### config.mk
export PLATFORM = sky130hd
export DESIGN_NAME = control_sequencer
export DESIGN_NICKNAME = d
export VERILOG_FILES = /design/src/rtl/cpu_ctrl_pkg.sv /design/src/rtl/reg_field_decoder.sv /design/src/rtl/control_sequencer.sv
export SDC_FILE = /design/constraint.sdc
export NUM_CORES = 1
export LEC_CHECK = 0
export ABC_AREA = 1
export BUFFER_PORTS_ARGS = -buffer_cell sky130_fd_sc_hd__buf_2
export CORE_MARGIN = 2
export CORE_UTILIZATION = 43
export CTS_BUF_LIST = sky130_fd_sc_hd__clkbuf_8
export CTS_CLUSTER_SIZE = 10
export DETAILED_ROUTE_END_ITERATION = 6
export GPL_ROUTABILITY_DRIVEN = 0
export PLACE_DENSITY = 0.95
export SLEW_MARGIN = 15
export SYNTH_ARGS = -nofsm -noshare
export SYNTH_HDL_FRONTEND = slang
export SYNTH_SLANG_ARGS = --single-unit
### constraint.sdc
create_clock -name clk -period 2.5 [get_ports clk]
set_input_delay 0.375 -clock clk [delete_from_list [all_inputs] [get_ports clk]]
set_output_delay 0.375 -clock clk [all_outputs]
set_load 0.1 [all_outputs]
### src/rtl/cpu_ctrl_pkg.sv
`default_nettype none
// +--------------------------------------------------------------------------+
// | Module  : cpu_ctrl_pkg                                                     |
// | Brief   : States, opcodes, ALU codes and IR field positions for the        |
// |           hardwired control sequencer.                                     |
// | Revision: 1.0 - initial release                                            |
// +--------------------------------------------------------------------------+
package cpu_ctrl_pkg;

    localparam int c_ST_W = 4;
    localparam logic [c_ST_W-1:0] c_ST_IDLE = 4'd0;
    localparam logic [c_ST_W-1:0] c_ST_T0   = 4'd1;
    localparam logic [c_ST_W-1:0] c_ST_T1   = 4'd2;
    localparam logic [c_ST_W-1:0] c_ST_T1W  = 4'd3;
    localparam logic [c_ST_W-1:0] c_ST_T2   = 4'd4;
    localparam logic [c_ST_W-1:0] c_ST_T3   = 4'd5;
    localparam logic [c_ST_W-1:0] c_ST_T4   = 4'd6;
    localparam logic [c_ST_W-1:0] c_ST_T5   = 4'd7;
    localparam logic [c_ST_W-1:0] c_ST_T6   = 4'd8;
    localparam logic [c_ST_W-1:0] c_ST_HALT = 4'd9;

    localparam logic [4:0] OP_ADD = 5'b00011;
    localparam logic [4:0] OP_SUB = 5'b00100;
    localparam logic [4:0] OP_AND = 5'b00101;
    localparam logic [4:0] OP_OR  = 5'b00110;
    localparam logic [4:0] OP_MUL = 5'b01000;
    localparam logic [4:0] OP_DIV = 5'b01001;

    localparam logic [3:0] ALU_NOP = 4'd0;
    localparam logic [3:0] ALU_ADD = 4'd1;
    localparam logic [3:0] ALU_SUB = 4'd2;
    localparam logic [3:0] ALU_AND = 4'd3;
    localparam logic [3:0] ALU_OR  = 4'd4;
    localparam logic [3:0] ALU_MUL = 4'd5;
    localparam logic [3:0] ALU_DIV = 4'd6;

    localparam int c_IR_OP_LSB    = 27;
    localparam int c_IR_RA_LSB    = 23;
    localparam int c_IR_RB_LSB    = 19;
    localparam int c_IR_RC_LSB    = 15;
    localparam int c_REG_FIELD_W  = 4;

    function automatic logic [3:0] alu_code(input logic [4:0] op);
        case (op)
            OP_ADD:  return ALU_ADD;
            OP_SUB:  return ALU_SUB;
            OP_AND:  return ALU_AND;
            OP_OR:   return ALU_OR;
            OP_MUL:  return ALU_MUL;
            OP_DIV:  return ALU_DIV;
            default: return ALU_NOP;
        endcase
    endfunction

    function automatic logic is_muldiv(input logic [4:0] op);
        return (op == OP_MUL) || (op == OP_DIV);
    endfunction

    function automatic logic is_alu4(input logic [4:0] op);
        return (op == OP_ADD) || (op == OP_SUB) || (op == OP_AND) || (op == OP_OR);
    endfunction

endpackage
`default_nettype wire

### src/rtl/reg_field_decoder.sv
`default_nettype none
// +--------------------------------------------------------------------------+
// | Module  : reg_field_decoder                                                |
// | Brief   : Register field to one-hot select with enable.                    |
// | Revision: 1.0 - initial release                                            |
// +--------------------------------------------------------------------------+
module reg_field_decoder
    import cpu_ctrl_pkg::*;
#(
    parameter int NUM_REGS = 16,
    parameter int FIELD_W  = c_REG_FIELD_W
) (
    input  logic                en,
    input  logic [FIELD_W-1:0]  field,
    output logic [NUM_REGS-1:0] onehot
);

    // Bits the field can never address stay low when NUM_REGS exceeds the field range
    for (genvar i = 0; i < NUM_REGS; i++) begin : g_bit
        if (i < (1 << FIELD_W)) begin : g_hit
            assign onehot[i] = en && (field == FIELD_W'(i));
        end else begin : g_none
            assign onehot[i] = 1'b0;
        end
    end

endmodule
`default_nettype wire

### src/rtl/control_sequencer.sv
`default_nettype none
// +--------------------------------------------------------------------------+
// | Module  : control_sequencer                                                |
// | Brief   : Hardwired T-state control unit for fetch and 3-register ALU ops. |
// | Revision: 1.0 - initial release                                            |
// +--------------------------------------------------------------------------+
module control_sequencer #(
    parameter int NUM_REGS    = 16,
    parameter int MEM_TIMEOUT = 16
) (
    input  logic                clk,
    input  logic                reset_n,
    input  logic                run_req,
    input  logic                stop_req,
    input  logic [31:0]         ir,
    input  logic                mem_ready,
    input  logic                alu_done,
    output logic                pc_out,
    output logic                mar_in,
    output logic                inc_pc,
    output logic                z_in,
    output logic                zlow_out,
    output logic                zhigh_out,
    output logic                pc_in,
    output logic                read,
    output logic                mdr_in,
    output logic                mdr_out,
    output logic                ir_in,
    output logic                y_in,
    output logic                hi_in,
    output logic                lo_in,
    output logic [3:0]          alu_op,
    output logic [NUM_REGS-1:0] gpr_in,
    output logic [NUM_REGS-1:0] gpr_out,
    output logic                running,
    output logic                illegal_op,
    output logic                bus_err
);
    import cpu_ctrl_pkg::*;

    localparam int                 c_CNT_W   = $clog2(MEM_TIMEOUT + 1);
    localparam logic [c_CNT_W-1:0] c_TIMEOUT = c_CNT_W'(MEM_TIMEOUT);

    logic [c_ST_W-1:0]        r_state, w_state_next, w_end_state;
    logic [c_CNT_W-1:0]       r_wait_cnt, w_cnt_next;
    logic                     r_stop;
    logic [4:0]               w_op;
    logic [c_REG_FIELD_W-1:0] w_ra, w_rb, w_rc, w_out_field;
    logic                     w_gpr_in_en, w_gpr_out_en;
    logic                     w_unused_ir;

    assign w_op        = ir[c_IR_OP_LSB +: 5];
    assign w_ra        = ir[c_IR_RA_LSB +: c_REG_FIELD_W];
    assign w_rb        = ir[c_IR_RB_LSB +: c_REG_FIELD_W];
    assign w_rc        = ir[c_IR_RC_LSB +: c_REG_FIELD_W];
    assign w_unused_ir = ^ir[c_IR_RC_LSB-1:0];
    assign w_end_state = r_stop ? c_ST_IDLE : c_ST_T0;

    always_ff @(posedge clk or negedge reset_n) begin
        if (!reset_n) begin
            r_state    <= c_ST_IDLE;
            r_wait_cnt <= '0;
            r_stop     <= 1'b0;
        end else begin
            r_state    <= w_state_next;
            r_wait_cnt <= w_cnt_next;
            r_stop     <= (w_state_next == c_ST_IDLE) ? 1'b0 : (r_stop | stop_req);
        end
    end

    always_comb begin
        w_state_next = r_state;
        w_cnt_next   = '0;
        w_gpr_in_en  = 1'b0;
        w_gpr_out_en = 1'b0;
        w_out_field  = w_rb;
        pc_out       = 1'b0;
        mar_in       = 1'b0;
        inc_pc       = 1'b0;
        z_in         = 1'b0;
        zlow_out     = 1'b0;
        zhigh_out    = 1'b0;
        pc_in        = 1'b0;
        read         = 1'b0;
        mdr_in       = 1'b0;
        mdr_out      = 1'b0;
        ir_in        = 1'b0;
        y_in         = 1'b0;
        hi_in        = 1'b0;
        lo_in        = 1'b0;
        alu_op       = ALU_NOP;
        illegal_op   = 1'b0;
        running      = (r_state != c_ST_IDLE) && (r_state != c_ST_HALT);
        bus_err      = (r_state == c_ST_HALT);

        case (r_state)
            c_ST_IDLE: begin
                if (run_req && !stop_req) w_state_next = c_ST_T0;
            end
            c_ST_T0: begin
                pc_out       = 1'b1;
                mar_in       = 1'b1;
                inc_pc       = 1'b1;
                z_in         = 1'b1;
                w_state_next = c_ST_T1;
            end
            c_ST_T1: begin
                zlow_out     = 1'b1;
                pc_in        = 1'b1;
                read         = 1'b1;
                mdr_in       = 1'b1;
                w_state_next = mem_ready ? c_ST_T2 : c_ST_T1W;
            end
            c_ST_T1W: begin
                read       = 1'b1;
                mdr_in     = 1'b1;
                w_cnt_next = r_wait_cnt + 1'b1;
                // A late mem_ready on the final allowed cycle still wins over the timeout
                if (mem_ready)                     w_state_next = c_ST_T2;
                else if (w_cnt_next == c_TIMEOUT)  w_state_next = c_ST_HALT;
            end
            c_ST_T2: begin
                mdr_out      = 1'b1;
                ir_in        = 1'b1;
                w_state_next = c_ST_T3;
            end
            c_ST_T3: begin
                w_gpr_out_en = 1'b1;
                y_in         = 1'b1;
                if (is_alu4(w_op) || is_muldiv(w_op)) begin
                    w_state_next = c_ST_T4;
                end else begin
                    illegal_op   = 1'b1;
                    w_state_next = w_end_state;
                end
            end
            c_ST_T4: begin
                w_gpr_out_en = 1'b1;
                w_out_field  = w_rc;
                alu_op       = alu_code(w_op);
                z_in         = 1'b1;
                if (!is_muldiv(w_op) || alu_done) w_state_next = c_ST_T5;
            end
            c_ST_T5: begin
                zlow_out = 1'b1;
                if (is_muldiv(w_op)) begin
                    lo_in        = 1'b1;
                    w_state_next = c_ST_T6;
                end else begin
                    w_gpr_in_en  = 1'b1;
                    w_state_next = w_end_state;
                end
            end
            c_ST_T6: begin
                zhigh_out    = 1'b1;
                hi_in        = 1'b1;
                w_state_next = w_end_state;
            end
            c_ST_HALT: w_state_next = c_ST_HALT;
            default:   w_state_next = c_ST_IDLE;
        endcase
    end

    reg_field_decoder #(.NUM_REGS(NUM_REGS), .FIELD_W(c_REG_FIELD_W)) u_dec_gpr_in (
        .en     (w_gpr_in_en),
        .field  (w_ra),
        .onehot (gpr_in)
    );

    reg_field_decoder #(.NUM_REGS(NUM_REGS), .FIELD_W(c_REG_FIELD_W)) u_dec_gpr_out (
        .en     (w_gpr_out_en),
        .field  (w_out_field),
        .onehot (gpr_out)
    );

endmodule
`default_nettype wire

==> run_results.csv <==
group,metric,value,unit
pwr,p_leak,0.9903,nW
floorplanning,die_h,54.40,µm
drt,routed_wl,3.687,mm
clock_tree,ctsLongestPathBuffers,2,
drt,ant_nets,0,
floorplanning,initial_utilization,44.91,%
worst_hold_path,holdPathStages,3,
timing,rsz0062_at_grt,"yes",
drt,vias,1490,
timing,setup_viol,0,
final_layout,fin_cells,297,
final_layout,finalNetCount,308,
setup_path,start_kind,"register",
setup_path,crit_chain,"inv_2, nor2_4, nand3_1, nor2_1, nand3_1, nor2_2, clkbuf_4",
logic_synthesis,syn_nets,234,
drt,routed-wl-met2,1.907,mm
setup_path,cp.arrival,2.10,ns
final_layout,final_area,1832,µm²
run_status,outcome,"finished, final reports clean",
global_route,antenna_found_initial,0,
drt,wl_met1,1.409,mm
logic_synthesis,avgSynthCellArea,5.602,µm²
final_layout,antenna_cells,0,
drt,via_per_inst,5.017,
logic_synthesis,synth_warnings,0,
setup_path,crit_cells,7,
floorplanning,die_w,54.40,µm
timing,timing.fmax,404.8,MHz
setup_path,worst_r2r_path_depth,9,
drt,drtPass1Iterations,4,
logic_synthesis,muxShareOfSynthArea,0,%
setup_path,path_buf_inv,2,
drt,met3_length,273,µm
global_route,grt_pass1_vias,1185,
global_route,grt_max_degree,11,
global_route,track_usage,21.40,%
logic_synthesis,synthCells,195,
final_layout,drive_gt1_share,46.82,%
clock_tree,post-cts-setup-buffers,0,
setup_path,critical-path-max-stage-delay,0.41,ns
logic_synthesis,synthXorXnorAreaFrac,0,%
pwr,power_density,994.0,nW/µm²
clock_tree,path_clk_slew,0.04,ns
clock_tree,cts_max_level,1,
run,maxCapViolCount,0,
setup_path,critPathKind,"register to output pin",
setup_path,critPathRequiredTime,2.12,ns
place,dp_slack,0.2402,ns
logic_synthesis,synthSimpleGateAreaFrac,51.43,%
final_layout,syn2layout_area_growth,67.70,%
drt,first_iter_violations,56,
drt,top_layer,"met4",
logic_synthesis,ys_ff_latch,10,
logic_synthesis,synth_compound_area_share,7.675,%
global_route,overflow,0,
timing,setup_slack,0.02961,ns
timing,slew_violations,0,
timing,fin_crit_sh,98.82,%
clock_tree,cts_sinks,10,
setup_path,cpLargestDelayFamily,"simple AND/OR/NAND/NOR gates",
logic_synthesis,synthAdderAreaFrac,1.145,%
floorplanning,row_count,18,
floorplanning,io_pins,91,
logic_synthesis,ys_seq_area_share,22.91,%
place,dp.cells,293,
setup_path,crit_path_frequent_cell,"nand3_1",
timing,fin_crit,2.470,ns
timing,fin_skew,0.001839,ns
timing,whs,0.4235,ns
clock_tree,clkLatencyLatePin,0.23,ns
logic_synthesis,synth_cell_types,22,
setup_path,worst-path-max-fanout,5,
timing,hold_viol_final,0,
global_route,grt_pass1_wl,4.671,mm
place,port_buffers,74,
logic_synthesis,synth_top_family_by_area,"simple AND/OR/NAND/NOR gates",
pwr,peakVddDrop,0.9277,mV
floorplanning,core,2432,µm²
clock_tree,cts_tree,"built",
drt,drc,0,
floorplanning,dieArea,2959,µm²
setup_path,cpMaxStageDelayCell,"dfrtp_1",
worst_hold_path,hold_path.class,"input port to register",
logic_synthesis,syn_area,1092,µm²
place,dp_hpwl,2.802,mm
setup_path,end_kind,"output pin",
clock_tree,cts-root-buf,"clkbuf_8",
drt,wl_per_cell,12.41,µm
place,place_area,1692,µm²
clock_tree,cts-buffers-inserted,3,
==> through the flow <==
step	power [mW]	TNS (ns)	util, %
after CTS	1.796	0	71.97
after detailed placement	1.628	0	69.55
final	1.821	0	75.31
after global placement	1.603	0	69.55
after floorplan	1.440	-5.054	-
after global routing	1.913	-1.758	75.31
==> cells in the mapped netlist <==
master	instances	share of area (%)
inv_2	6	2.1
nand3_1	20	9.2
o21bai_1	1	0.69
nand2_2	3	1.7
nor2_4	4	4.1
nor2_1	56	19
nor2_2	2	1.1
or2_0	3	1.7
dfrtp_1	10	23
conb_1	1	0.34
o21ai_2	2	1.6
o21ai_1	4	1.8
inv_1	30	10
nand2_1	34	12
o221ai_1	1	0.80
nand4_1	2	1.1
o21ai_0	2	0.92
buf_4	6	4.1
or2_1	1	0.57
a21oi_1	4	1.8
ha_1	1	1.1
nor3_1	2	0.92
==> registers in the layout, summed over array words and instances, names as in the netlist <==
| signal | count |
|---|---|
| r_stop | 1 |
| r_wait_cnt | 5 |
| r_state | 4 |
==> worst min-delay path: cells and delay by family <==
kind / cells / cell delay, ns
buffers and inverters: 1 / 0.09
and+or+nand+nor: 1 / 0.04
AOI/OAI and AO/OA: 1 / 0.11
==> cells by family after synthesis <==
| group | after synthesis |
|---|---|
| and+or+nand+nor | 127 |
| buffers and inverters | 42 |
| AOI/OAI and AO/OA | 14 |
| DFF | 10 |
| adders and majority gates | 1 |
| other | 1 |
==> timing repair <==
action / CTS / global route
hold buffers: 1 / 0
endpoints found under the setup margin: 3 / 27
endpoints found under the hold margin: 10 / 0
gates resized for setup: 3 / 32
==> metal layers <==
metal  vias to the layer above  GRT usage (%)
met1                       666          24.16
met2                        71          38.15
li1                        740              -
met5                         -              0
met3                        13          3.005
met4                         0          12.08
==> placed cells by master, fill, tap and decap left out <==
cell type	netlist	final
a21oi_1	4	4
buf_12	0	11
buf_2	0	42
buf_4	6	2
buf_6	0	4
clkbuf_4	0	15
clkbuf_8	0	3
conb_1	1	1
dfrtp_1	10	10
dlygate4sd3_1	0	1
ha_1	1	1
inv_1	30	30
inv_2	6	6
nand2_1	34	34
nand2_2	3	3
nand3_1	20	19
nand3_2	0	1
nand4_1	2	2
nor2_1	56	30
nor2_2	2	28
nor2_4	4	4
nor3_1	2	1
nor3_4	0	1
o21ai_0	2	1
o21ai_1	4	2
o21ai_2	2	5
o21bai_1	1	1
o221ai_1	1	1
or2_0	3	3
or2_1	1	1
==> cell type report <==
type / instances / area [µm²]
Multi-Input combinational cell: 143 / 754.5
Timing Repair Buffer: 75 / 613.1
Fill cell: 180 / 600.6
Sequential cell: 10 / 250.2
Inverter: 36 / 135.1
Clock buffer: 3 / 41.29
Tap cell: 30 / 37.54
==> worst paths after layout <==
check                         startpoint       endpoint  slack (ns)
max in group asynchronous        reset_n  r_wait_cnt[2]        1.79
hold / removal                  stop_req         r_stop        0.42
setup / recovery              r_state[2]      gpr_in[8]        0.03
setup reg to reg              r_state[3]         r_stop        0.83
min in group asynchronous        reset_n     r_state[1]        0.52
hold reg to reg            r_wait_cnt[0]  r_wait_cnt[0]        0.49
==> report_power, final <==
group          internal (mW)  switching, mW  total, mW
combinational          0.240           1.18       1.42
clock                  0.105         0.0552      0.160
sequential             0.200         0.0443      0.244
Power figures use the tool's default switching activity.
